**src/rtl/sync_edge_counter.sv**
```systemverilog
// sync_edge_counter: re-times an async 1-bit input, emits single-cycle edge pulses
// and counts selected edges. Define SEC_SATURATE_EN to saturate at max instead of wrapping.
module sync_edge_counter #(
    parameter int SYNC_STAGES = 2,
    parameter int CNT_W       = 8,
    parameter int EDGE_MODE   = 0
) (
    input  logic             clk,
    input  logic             reset_n,
    input  logic             d,
    input  logic             en,
    input  logic             clr,
    output logic             q_sync,
    output logic             rise_pulse,
    output logic             fall_pulse,
    output logic [CNT_W-1:0] count,
    output logic             overflow
);

    localparam logic [CNT_W-1:0] CNT_MAX = '1;

    logic [SYNC_STAGES-1:0] sync_p0;
    logic                   prev_p1;
    logic                   edge_sel;
    logic                   inc;

    // Value taken by the counter on an accepted event.
    function automatic logic [CNT_W-1:0] next_count(input logic [CNT_W-1:0] c);
`ifdef SEC_SATURATE_EN
        return (c == CNT_MAX) ? c : c + 1'b1;
`else
        return (c == CNT_MAX) ? '0 : c + 1'b1;
`endif
    endfunction

    // Stage p0: synchronizer chain, d enters at bit 0
    always_ff @(posedge clk or negedge reset_n) begin
        if (!reset_n) begin
            sync_p0 <= '0;
        end else begin
            sync_p0 <= {sync_p0[SYNC_STAGES-2:0], d};
        end
    end

    assign q_sync = sync_p0[SYNC_STAGES-1];

    // Stage p1: previous synchronized value for edge decode
    always_ff @(posedge clk or negedge reset_n) begin
        if (!reset_n) begin
            prev_p1 <= 1'b0;
        end else begin
            prev_p1 <= q_sync;
        end
    end

    assign rise_pulse = q_sync & ~prev_p1;
    assign fall_pulse = ~q_sync & prev_p1;

    always_comb begin
        edge_sel = rise_pulse;
        if (EDGE_MODE == 1) begin
            edge_sel = fall_pulse;
        end else if (EDGE_MODE == 2) begin
            edge_sel = rise_pulse | fall_pulse;
        end
    end

    assign inc = en & edge_sel;

    // Stage p2: event counter, clr has priority over a coincident event
    always_ff @(posedge clk or negedge reset_n) begin
        if (!reset_n) begin
            count    <= '0;
            overflow <= 1'b0;
        end else if (clr) begin
            count    <= '0;
            overflow <= 1'b0;
        end else if (inc) begin
            count <= next_count(count);
            if (count == CNT_MAX) begin
                overflow <= 1'b1;
            end
        end
    end

endmodule

```
**config.mk**
```make
export PLATFORM = sky130hd
export DESIGN_NAME = sync_edge_counter
export DESIGN_NICKNAME = d
export VERILOG_FILES = /design/src/rtl/sync_edge_counter.sv
export SDC_FILE = /design/constraint.sdc
export NUM_CORES = 1
export LEC_CHECK = 0
export CORE_AREA = 4 4 41 43
export DETAILED_ROUTE_END_ITERATION = 8
export DIE_AREA = 0 0 45 47
export PLACE_DENSITY = 0.76
export SLEW_MARGIN = 20
export SYNTH_ARGS = -nofsm -noshare
export SYNTH_HDL_FRONTEND = slang
export SYNTH_SLANG_ARGS = --single-unit
```
**constraint.sdc**
```tcl
create_clock -name clk -period 2.94 [get_ports clk]
set_input_delay 0.588 -clock clk [delete_from_list [all_inputs] [get_ports clk]]
set_output_delay 0.588 -clock clk [all_outputs]
set_load 0.1 [all_outputs]
```
==> flow_summary.rst <==
.. list-table::
   :header-rows: 1

   * - Metric
     - Value
   * - Synth Cell Area
     - 572 µm²
   * - Starting density of the core
     - 43.9%
   * - Starting DRC count in detailed routing
     - 2
   * - Number of buffers added on ports
     - 16
   * - Power, Total
     - between 300 and 400 µW
   * - Max Cap Violations
     - 0
   * - Setup repair after global routing missed its margin
     - no
   * - Core area
     - 1300 µm²
   * - Quantity of gates resized following cts
     - 0
   * - Final Instance Count excl. Fillers
     - 81
   * - Horizontal extent of the die
     - 45 µm
   * - Number of nets with antenna violations after routing
     - 0
   * - Number of top-level design ports
     - 17
   * - Count of different cell masters after synthesis
     - 22
   * - Cts hold-fix bufs
     - 0
   * - Via-to-Cell Ratio
     - 4.96
   * - Antenna violations before repair
     - 0
   * - Net count after synthesis
     - 54
   * - Run status
     - finished, final reports clean
   * - Post CTS Setup Buffer Count
     - 0
   * - CP cell instances
     - clkdlybuf4s50_1 -> and3b_1 -> nand4_1 -> nand2b_2 -> nor2_1
   * - Sequential area share after synthesis
     - 52.5%
   * - Least setup slack across all paths after layout
     - 1.18 ns
   * - Total clock buffers created by CTS
     - 3
   * - Fmax achieved
     - 0.567 GHz
   * - Post-place setup slack
     - between 0.8 and 0.9 ns
   * - Number of cells produced by synthesis
     - 48
   * - Fraction of final layout cells sized beyond drive strength 1
     - 31.8%
   * - Launching element of the worst setup path
     - en
   * - PwrDens
     - 470 nW/µm²
   * - Setup violations, final
     - 0
   * - Worst hold-check path type
     - flop to flop
   * - H-Tree Depth
     - 1
   * - Fillers
     - 116
   * - LEAKAGE
     - approximately 0.00038 µW
   * - Max incr delay on CP
     - 0.45 ns
   * - Worst-path maximum fanout
     - 9
   * - N_diodes
     - 0
   * - Final critical path time including I/O delays and setup
     - 1.76 ns
   * - Total Routed Length
     - 1100 µm
   * - Number of iterations in the first detailed-routing pass
     - 4
   * - Switching power of the nets
     - 92.8 µW
   * - Number of warnings printed during yosys synthesis
     - 0
   * - Sequential share of power
     - 49.1%
   * - Critical Path Source Type
     - primary input
   * - Clock insertion delay at the later pin of the skew report
     - ~0.28 ns
   * - Per-cell routed wire length
     - 13.6 µm
   * - Worst vdd ir
     - 0.262 mV
   * - Global-route wire length before repair
     - 1700 µm
   * - WHS
     - 0.360 ns
   * - DRC viols
     - 0
   * - Pin count of the biggest net entering global routing
     - 13
   * - Critical Path RT
     - 3.11 ns
   * - Clock net sink count
     - 12
   * - Total routing resource utilization after global routing
     - between 10% and 20%
   * - Via count of the first global-routing pass
     - 383
   * - Portion of total power attributed to the clock network
     - 37.8%
   * - Hold Path Origin
     - sync_p0[0]$_DFF_PN0_
   * - Kind of end point of the critical path
     - flop
   * - Final-layout setup total negative slack
     - 0 ns
   * - Clock root cell
     - clkbuf_4
   * - Critical Setup Path Class
     - primary input to flop
   * - Die Outline Area
     - 2120 µm²
   * - Overall die height
     - between 40 and 50 µm
   * - Clock tree skew after final layout
     - 0.00642 ns
   * - Growth of design area from synthesis to finish
     - 29.5%
   * - Cell count after placement
     - 77
   * - Internal Pwr Total
     - 255 µW
   * - Period utilization
     - 60.0%
   * - FF-to-FF Start
     - prev_p1$_DFF_PN0_
   * - Count of standard-cell rows
     - 13
   * - Post-DP HPWL
     - approximately 860 µm
   * - Final Hold Viols
     - 0
   * - Seq cells post-synth
     - 12
   * - Actual slew at the worst max-slew pin
     - about 0.51 ns
   * - Via Count
     - roughly 400
   * - Congestion Overflow GR
     - 0
   * - Setup slack of the worst register-to-register path
     - 1.50 ns
   * - Worst slew margin relative to its limit
     - about two thirds
   * - Highest-count cells in the layout ignoring fill and taps
     - 12 x dfrtp_1, 12 x buf_4, 8 x nor2_1
   * - Slowest CP cell
     - clkdlybuf4s50_1
   * - Clock tree from TritonCTS
     - done
   * - Clock-pin slew reported for the worst setup and hold paths after clock tree synthesis
     - 0.08 ns
   * - Power share of the combinational group
     - 13.1%
   * - Number of buffers on the longest clock path
     - 2
   * - Max-slew violation total from the final report
     - 0
   * - Avg Cell Area, Syn
     - 11.9 µm²
   * - CP bufs+invs
     - 1
   * - Fraction of power spent switching nets
     - 26.7%
   * - Total number of nets in the final design
     - 73
   * - Signal arrival time at the worst endpoint
     - about 1.9 ns
   * - CP top delay family
     - simple AND/OR/NAND/NOR gates
   * - Weighted congestion at the end of routability-driven global placement
     - 0.755
## state kept, by name, indices dropped and copies added (netlist names)
signal    flops
count         8
overflow      1
prev_p1       1
sync_p0       2
## worst register-to-register path: stages (launching register included)
cell and delay, ns:
dfrtp_1 0.39, and3b_1 0.51, nand4_1 0.22, nand2b_2 0.16
nor2_1 0.06
## power by group through the flow
| stage | Clock, µW | Sequential, µW | Combinational, µW |
|---|---|---|---|
| after floorplan | 0 | 186 | 20.5 |
| after global placement | 0 | 174 | 46.0 |
| after detailed placement | 0 | 174 | 46.2 |
| after CTS | 135 | 171 | 46.2 |
| after global routing | 140 | 171 | 47.6 |
| final | 132 | 171 | 45.7 |
## synthesized netlist by cell type, drive strengths merged
cell type  number  share of area, %
and4            1               1.5
buf             1               2.0
xor2            6               9.2
xnor2           1               1.5
o21ai           1              0.87
mux2i           1               1.8
clkbuf          1              0.87
and2            2               2.2
a21oi           1              0.87
nor2            8               5.3
dfrtp          12                53
nor2b           1               1.1
nand2b          1               1.5
and3b           1               1.5
nand4           2               4.8
nand2           1              0.66
ha              1               2.2
inv             1              0.66
and3            1               1.1
and2b           1               1.3
o211ai          3               6.6
## stage by stage
stage / area [µm²] / util, %
final: 741 / 56.9
after global placement: 704 / 54.1
after CTS: 741 / 56.9
after floorplan: 572 / -
after detailed placement: 704 / 54.1
after global routing: 741 / 56.9
## per-layer routing
metal / wire length (µm) / up-vias / GRT usage (%)
met2: 542 / 11 / 20.1
met5: 0 / - / 0
met1: 468 / 185 / 12.7
met3: 46 / 7 / 2.30
met4: 42 / 0 / 8.77
li1: - / 199 / -
## layout make-up
class / instances / area [µm²] / area share, %
clock buffer: 4 / 36.3 / 4.90
inverter: 1 / 3.75 / 0.507
multi-input combinational: 33 / 251 / 34.0
sequential: 12 / 300 / 40.5
tap: 15 / 18.8 / 2.53
timing repair buffer: 16 / 130 / 17.6
## cell families (layout without fill, tap and decap cells)
logic type / count (synthesis) / in the layout / synth area share, %
simple gates: 19 / 19 / 21.0
flops: 12 / 12 / 52.5
xor+xnor: 7 / 7 / 10.7
compound gates: 5 / 5 / 8.31
buf+inv: 3 / 21 / 3.50
fa+ha+maj: 1 / 1 / 2.19
mux: 1 / 1 / 1.75
## final timing paths
kind                                        end  depth (start not counted)
min                        sync_p0[1]$_DFF_PN0_                          0
max reg2reg                count[0]$_DFFE_PN0P_                          4
max in group asynchronous     prev_p1$_DFF_PN0_                          1
min reg2reg                sync_p0[1]$_DFF_PN0_                          0
min in group asynchronous  count[1]$_DFFE_PN0P_                          1
max                        count[0]$_DFFE_PN0P_                          5
No activity file was read; power rests on OpenSTA's default activity.
